**config.mk**
```make
export PLATFORM = sky130hd
export DESIGN_NAME = sdram_cmd_arbiter_flat
export DESIGN_NICKNAME = d
export VERILOG_FILES = /design/src/rtl/sdram_cmd_arbiter_if.sv /design/src/rtl/sdram_cmd_arbiter.sv /design/src/flat_wrapper.sv
export SDC_FILE = /design/constraint.sdc
export NUM_CORES = 1
export LEC_CHECK = 0
export CORE_MARGIN = 2
export CORE_UTILIZATION = 35
export CTS_BUF_LIST = sky130_fd_sc_hd__clkbuf_8 sky130_fd_sc_hd__clkbuf_16
export CTS_CLUSTER_DIAMETER = 30
export DETAILED_ROUTE_END_ITERATION = 8
export SLEW_MARGIN = 20
export SYNTH_ARGS = -nofsm -noshare
export SYNTH_HDL_FRONTEND = slang
export SYNTH_SLANG_ARGS = --single-unit
```
**constraint.sdc**
```tcl
create_clock -name clk -period 4.3 [get_ports clk]
set_input_delay 0.43 -clock clk [delete_from_list [all_inputs] [get_ports clk]]
set_output_delay 0.43 -clock clk [all_outputs]
set_load 0.03 [all_outputs]
```
**src/rtl/sdram_cmd_arbiter_if.sv**
```systemverilog
// sdram_cmd_arbiter_if: requester and SDRAM-controller signals of the burst
// command arbiter. The slave modport is the arbiter's view. The master modport
// is the surrounding logic: cache, video FIFO and SDRAM controller.
interface sdram_cmd_arbiter_if;
  logic        vid_req;
  logic        wb_req;
  logic        fill_req;
  logic [11:0] wb_addr;
  logic [11:0] fill_addr;
  logic        vid_restart;
  logic [1:0]  sdr_cmd;
  logic [17:0] sdr_addr;
  logic [1:0]  sdr_ack;
  logic        sdr_rd_valid;
  logic        sdr_wr_valid;
  logic        route_cache;
  logic        vid_beat;
  logic        busy;

  modport slave (
    input  vid_req, wb_req, fill_req, wb_addr, fill_addr, vid_restart,
           sdr_ack, sdr_rd_valid, sdr_wr_valid,
    output sdr_cmd, sdr_addr, route_cache, vid_beat, busy
  );

  modport master (
    output vid_req, wb_req, fill_req, wb_addr, fill_addr, vid_restart,
           sdr_ack, sdr_rd_valid, sdr_wr_valid,
    input  sdr_cmd, sdr_addr, route_cache, vid_beat, busy
  );
endinterface

```
**src/rtl/sdram_cmd_arbiter.sv**
```systemverilog
// sdram_cmd_arbiter: shares the single SDRAM burst-command port between three
// requesters: video refill, cache write-back and cache fill. It also owns the
// video scan block index and the flag that routes read beats to cache or video.
// Optional macro ARB_FAIR_EN: after FAIR_LIMIT video grants made while the
// cache is waiting, the next grant goes to the cache.
module sdram_cmd_arbiter #(
  parameter logic [2:0] VID_BASE   = 3'b100,
  parameter int         VID_LAST   = 1199,
  parameter int         VID_BEATS  = 16,
  parameter int         LINE_BEATS = 128,
  parameter int         FAIR_LIMIT = 4
) (
  input  logic                clk,
  input  logic                rst,
  sdram_cmd_arbiter_if.slave  bus
);
  typedef enum logic [1:0] {IDLE, ISSUE, BURST} state_t;

  localparam logic [1:0]  CMD_NOP  = 2'b00;
  localparam logic [1:0]  CMD_WR   = 2'b01;
  localparam logic [1:0]  CMD_RDV  = 2'b10;
  localparam logic [1:0]  CMD_RDL  = 2'b11;
  localparam logic [11:0] IDX_LAST = 12'(VID_LAST);
  localparam logic [6:0]  VID_END  = 7'(VID_BEATS - 1);
  localparam logic [6:0]  LINE_END = 7'(LINE_BEATS - 1);

  // Reject parameter sets that do not fit the fixed counter widths.
  if (VID_LAST < 1 || VID_LAST > 4095 || VID_BEATS < 1 || VID_BEATS > 128 ||
      LINE_BEATS < 1 || LINE_BEATS > 128 || FAIR_LIMIT < 1 || FAIR_LIMIT > 255)
  begin : g_bad_param
    $error("sdram_cmd_arbiter: parameter out of range");
  end

  state_t      state, state_n;
  logic [1:0]  gnt, gnt_n;       // granted command code, held through BURST
  logic [17:0] addr_q, addr_n;
  logic        route_q, route_n;
  logic [6:0]  beat_q, beat_n;
  logic [11:0] idx_q, idx_n, idx_use;
  logic        pend_q, pend_n;   // frame restart waiting for the next IDLE
  logic        cache_req, cache_first, beat_in;

`ifdef ARB_FAIR_EN
  localparam int FW = $clog2(FAIR_LIMIT + 1);
  logic [FW-1:0] fair_q, fair_n;
`endif

  assign bus.sdr_cmd     = (state == ISSUE) ? gnt : CMD_NOP;
  assign bus.sdr_addr    = addr_q;
  assign bus.route_cache = route_q;
  assign bus.busy        = (state != IDLE);
  assign bus.vid_beat    = bus.sdr_rd_valid & (state == BURST) & ~route_q;

  // Next-state logic: grant selection, ack wait, beat counting and index upkeep.
  always_comb begin
    state_n   = state;
    gnt_n     = gnt;
    addr_n    = addr_q;
    route_n   = route_q;
    beat_n    = beat_q;
    idx_n     = idx_q;
    pend_n    = pend_q | bus.vid_restart;
    // A restart is applied only while idle, so an in-flight burst keeps its target.
    idx_use   = (pend_q | bus.vid_restart) ? 12'd0 : idx_q;
    cache_req = bus.wb_req | bus.fill_req;
    beat_in   = (gnt == CMD_WR) ? bus.sdr_wr_valid : bus.sdr_rd_valid;
`ifdef ARB_FAIR_EN
    fair_n      = fair_q;
    cache_first = cache_req && (fair_q >= FW'(FAIR_LIMIT));
`else
    cache_first = 1'b0;
`endif
    unique case (state)
      IDLE: begin
        idx_n  = idx_use;
        pend_n = 1'b0;
        if (bus.vid_req && !cache_first) begin
          gnt_n   = CMD_RDV;
          addr_n  = {VID_BASE, idx_use, 3'b000};
          route_n = 1'b0;
          state_n = ISSUE;
`ifdef ARB_FAIR_EN
          if (cache_req && (fair_q < FW'(FAIR_LIMIT))) fair_n = fair_q + 1'b1;
`endif
        end else if (bus.wb_req) begin
          gnt_n   = CMD_WR;
          addr_n  = {bus.wb_addr, 6'b0};
          route_n = 1'b1;
          state_n = ISSUE;
`ifdef ARB_FAIR_EN
          fair_n  = '0;
`endif
        end else if (bus.fill_req) begin
          gnt_n   = CMD_RDL;
          addr_n  = {bus.fill_addr, 6'b0};
          route_n = 1'b1;
          state_n = ISSUE;
`ifdef ARB_FAIR_EN
          fair_n  = '0;
`endif
        end
      end
      ISSUE: begin
        // Only an echo of the held code counts; other nonzero codes are ignored.
        if (bus.sdr_ack == gnt) begin
          state_n = BURST;
          beat_n  = 7'd0;
          if (gnt == CMD_RDV) idx_n = (idx_q == IDX_LAST) ? 12'd0 : idx_q + 12'd1;
        end
      end
      BURST: begin
        if (beat_in) begin
          if (beat_q == ((gnt == CMD_RDV) ? VID_END : LINE_END)) state_n = IDLE;
          else beat_n = beat_q + 7'd1;
        end
      end
      default: state_n = IDLE;
    endcase
  end

  // State and datapath registers.
  always_ff @(posedge clk) begin
    if (rst) begin
      state   <= IDLE;
      gnt     <= CMD_NOP;
      addr_q  <= '0;
      route_q <= 1'b0;
      beat_q  <= '0;
      idx_q   <= '0;
      pend_q  <= 1'b0;
    end else begin
      state   <= state_n;
      gnt     <= gnt_n;
      addr_q  <= addr_n;
      route_q <= route_n;
      beat_q  <= beat_n;
      idx_q   <= idx_n;
      pend_q  <= pend_n;
    end
  end

`ifdef ARB_FAIR_EN
  // Counts consecutive video grants made while the cache is waiting.
  always_ff @(posedge clk) begin
    if (rst) fair_q <= '0;
    else     fair_q <= fair_n;
  end
`endif
endmodule
```
**src/flat_wrapper.sv**
```systemverilog
// flat-port wrapper written by rule: the top's interface ports become plain ports
module sdram_cmd_arbiter_flat 
#(
  parameter logic [2:0] VID_BASE   = 3'b100,
  parameter int         VID_LAST   = 1199,
  parameter int         VID_BEATS  = 16,
  parameter int         LINE_BEATS = 128,
  parameter int         FAIR_LIMIT = 4
)
  (clk, rst, bus_vid_req, bus_wb_req, bus_fill_req, bus_wb_addr, bus_fill_addr, bus_vid_restart, bus_sdr_ack, bus_sdr_rd_valid, bus_sdr_wr_valid, bus_sdr_cmd, bus_sdr_addr, bus_route_cache, bus_vid_beat, bus_busy);
  sdram_cmd_arbiter_if bus_i ();
  input  logic clk;
  input  logic rst;
  input wire logic [$bits(bus_i.vid_req)-1:0] bus_vid_req;
  input wire logic [$bits(bus_i.wb_req)-1:0] bus_wb_req;
  input wire logic [$bits(bus_i.fill_req)-1:0] bus_fill_req;
  input wire logic [$bits(bus_i.wb_addr)-1:0] bus_wb_addr;
  input wire logic [$bits(bus_i.fill_addr)-1:0] bus_fill_addr;
  input wire logic [$bits(bus_i.vid_restart)-1:0] bus_vid_restart;
  input wire logic [$bits(bus_i.sdr_ack)-1:0] bus_sdr_ack;
  input wire logic [$bits(bus_i.sdr_rd_valid)-1:0] bus_sdr_rd_valid;
  input wire logic [$bits(bus_i.sdr_wr_valid)-1:0] bus_sdr_wr_valid;
  output wire logic [$bits(bus_i.sdr_cmd)-1:0] bus_sdr_cmd;
  output wire logic [$bits(bus_i.sdr_addr)-1:0] bus_sdr_addr;
  output wire logic [$bits(bus_i.route_cache)-1:0] bus_route_cache;
  output wire logic [$bits(bus_i.vid_beat)-1:0] bus_vid_beat;
  output wire logic [$bits(bus_i.busy)-1:0] bus_busy;
  assign bus_i.vid_req = bus_vid_req;
  assign bus_i.wb_req = bus_wb_req;
  assign bus_i.fill_req = bus_fill_req;
  assign bus_i.wb_addr = bus_wb_addr;
  assign bus_i.fill_addr = bus_fill_addr;
  assign bus_i.vid_restart = bus_vid_restart;
  assign bus_i.sdr_ack = bus_sdr_ack;
  assign bus_i.sdr_rd_valid = bus_sdr_rd_valid;
  assign bus_i.sdr_wr_valid = bus_sdr_wr_valid;
  assign bus_sdr_cmd = bus_i.sdr_cmd;
  assign bus_sdr_addr = bus_i.sdr_addr;
  assign bus_route_cache = bus_i.route_cache;
  assign bus_vid_beat = bus_i.vid_beat;
  assign bus_busy = bus_i.busy;
  sdram_cmd_arbiter #(.VID_BASE(VID_BASE), .VID_LAST(VID_LAST), .VID_BEATS(VID_BEATS), .LINE_BEATS(LINE_BEATS), .FAIR_LIMIT(FAIR_LIMIT)) u_core (.clk(clk), .rst(rst), .bus(bus_i));
endmodule
```
==> results.toml <==
[logic_synthesis]
synth_area_leader_cell = "sky130_fd_sc_hd__dfxtp_1"
average_size_of_a_mapped_cell_um2 = 8.44
ys_types = 46
post_synth_main_area_contributors = "sky130_fd_sc_hd__dfxtp_1 38%, sky130_fd_sc_hd__nor2_1 4.8%, sky130_fd_sc_hd__nor3_1 4.6%, sky130_fd_sc_hd__a221oi_1 3.8%, sky130_fd_sc_hd__mux2_2 3.8%"
synth.ff_latch_count = 39
most_frequent_cells_after_synthesis = "39 x sky130_fd_sc_hd__dfxtp_1, 26 x sky130_fd_sc_hd__nor2_1, 19 x sky130_fd_sc_hd__nor3_1, 16 x sky130_fd_sc_hd__nand2_1, 14 x sky130_fd_sc_hd__a21oi_1"
synthesis.area_um2 = 2050
synth.yosys.warnings = 0
synthMostInstantiatedCell = "sky130_fd_sc_hd__dfxtp_1"
synth_largest_type_area_fraction = 0.380
synthCells = 243
proportion_of_register_bits_with_asynchronous_set_or_reset_after_synthesis = 0
predominant_post_synthesis_flop_cell = "sky130_fd_sc_hd__dfxtp_1"
synth_enable_flop_cells = 0
synth.yosys.seq_area_share = 0.380

[clock_network]
post_cts_resize_count = 0
cts.root.buffer_cell = "sky130_fd_sc_hd__clkbuf_8"
cts.hold.buffers_added = 0
cts-htree-levels = 2
clk-insertion-delay-late_ns = 0.29
clk_transition_reported_paths_ns = 0.08
post_cts.repair.setup_buffers = 0
clock_sink_total = 39
cts_inserted_buffers = 5
clock_path_buffers = 2
tritoncts = "built"

[setup_path]
worst_setup_path_start_kind = "primary input"
path_class = "in2reg"
r2r_slack_ns = 2.13
worstSetupEndpointType = "flop"
path_common_cell = "sky130_fd_sc_hd__nor2_1"
critPathMaxFanout = 15
r2r-end = "u_core.idx_q[2]"
critical_path_required_ns = 4.49
regToRegStartpoint = "u_core.idx_q[0]"
critical_path.endpoint = "u_core.bus.sdr_addr[17]"
critical_path.startpoint = "bus_wb_req"
master_of_the_slowest_instance_on_the_critical_path = "sky130_fd_sc_hd__clkdlybuf4s50_1"
critical_path.max_stage_delay_ns = 0.91
worstPathCellList = "clkdlybuf4s50_1, nor3_1, nor2_1, nor2_1, a311oi_1"
critical_path_arrival_ns = 2.58
worstRegToRegCells = 6

[floorplanning]
floorplan.io_pins = 57
die-area_um2 = 6490
placement_rows = 27
die_w_um = 80.6
floorplan.die.height_um = 80.6
start_util = 0.368
fp.coreArea_um2 = 5570

[route]
routedWlPerCell_um = 14.7
vias_per_cell = 5.46
drt_first_pass_iters = 5
drt_iter0_markers = 94
postRouteAntennaNets = 0
wl_mm = 5.32
vias = 1976
drc = 0

[sta]
timing_worst_slew_pin_value_ns = 0.994
period_minus_slack_ns = 2.39
max_clock_freq_mhz = 419
setup_viol = 0
fin_skew_ns = 0.00828
slew_headroom = 0.333
rsz0062_at_grt = "no"
timing.final.crit_share = 0.555
final-hold-violation-count = 0
final_max_slew_viol_count = 0
final.setup.tns_ns = 0

[global_routing]
grt_max_degree = 23
gr-usage-all-layers = 0.171
grt_pass1_vias = 1836
antenna_found_initial = 0
global_route.overflow_total = 0
global_route_wire_length_before_repair_mm = 8.67

[cells_and_area]
multiInputGateArea_um2 = 1180
design.final.nets = 325
share_of_final_layout_standard_cells_stronger_than_drive_strength_1 = 0.0690
fillCellCount = 545
seqCellArea_um2 = 781
syn2layout_area_growth_pct = 31.0
count_of_antenna_diodes_in_the_layout = 0

[worst_hold_path]
holdPathStages = 1
worstHoldPathType = "reg2reg"

[placed_design]
port-buffer-count = 53
gpl.final_weighted_congestion = 0.781
hpwl_mm = 3.92

[power]
totalPowerFinal_w = 0.000893
p_leak_nw = 0.947
power.density_nw_per_um2 = 332
irDropWorstVdd_mv = 0.148

[run]
cap_violations = 0

[status]
status = "completed"
## worst max-delay path: cells and delay by family
family                 cells  cell delay, ns
AND/OR/NAND/NOR            3            0.97
AO/OA/AOI/OAI              1            0.27
buffers and inverters      1            0.91
## where the power goes
part | internal [W] | total (W) | switching (W) | leakage [nW]
clock | 0.000111 | 0.000239 | 0.000128 | 0.0453
sequential | 0.000383 | 0.000401 | 0.0000178 | 0.318
combinational | 0.000111 | 0.000253 | 0.000142 | 0.584
## registers in the layout (all words and copies together) (netlist names)
| name | flops |
|---|---|
| u_core.bus.sdr_addr | 15 |
| u_core.idx_q | 12 |
| u_core.beat_q | 7 |
| u_core.gnt | 2 |
| u_core.state | 2 |
| u_core.pend_q | 1 |
## metal layers
metal,share of wire,global-route usage,vias to the layer above,wire length (um)
li1,-,-,993,-
met1,0.51,0.238,936,2700
met2,0.43,0.262,40,2310
met3,0.047,0.0393,7,250
met4,0.011,0.0542,0,57
met5,0,0,-,0
## cell families after synthesis
kind of cell | synth area share
DFF | 0.380
and+or+nand+nor | 0.264
muxes | 0.0902
adders and majority gates | 0.0122
AOI/OAI and AO/OA | 0.194
buffers and inverters | 0.0488
xor gates and xnor gates | 0.00854
other | 0.00183
## placed cells by master, fill, tap and decap left out, drive strengths merged, types with 9 or more instances in the layout
master and n:
a31oi 12, a21oi 14, clkdlybuf4s50 53, dfxtp 39
mux2 9, nand3 9, nor3 20, nand2 16
nor2 26, a221oi 9
## through the flow
step                cell area, um2  worst slack, ns   util  std cells  hold slack, ns
detailed placement            2600             1.60  0.467        354           0.470
CTS                           2690             1.88  0.482        362           0.492
global placement              2600             1.67  0.467        354           0.466
finish                        2690             1.91  0.482        362           0.492
global route                  2690             1.72  0.482        362           0.512
floorplan                     2060             2.43      -        245           0.443
## how the worst min path moves through the flow
stage | slack [ns] | endpoint | start
3_3_place_gp | 0.47 | u_core.beat_q[6] | u_core.beat_q[6]
2_1_floorplan | 0.44 | u_core.beat_q[2] | u_core.beat_q[2]
3_5_place_dp | 0.47 | u_core.beat_q[2] | u_core.beat_q[2]
5_1_grt | 0.51 | u_core.beat_q[0] | u_core.beat_q[0]
6_report | 0.49 | u_core.beat_q[6] | u_core.beat_q[6]
4_1_cts | 0.49 | u_core.beat_q[2] | u_core.beat_q[2]
## final cells by class
class / instances / share of cell area
inverter: 4 / 0.00559
sequential: 39 / 0.291
clock inverter: 3 / 0.00605
tap: 72 / 0.0335
clock buffer: 5 / 0.0256
multi-input combinational: 185 / 0.439
timing repair buffer: 54 / 0.200
Power figures use the tool's default switching activity.
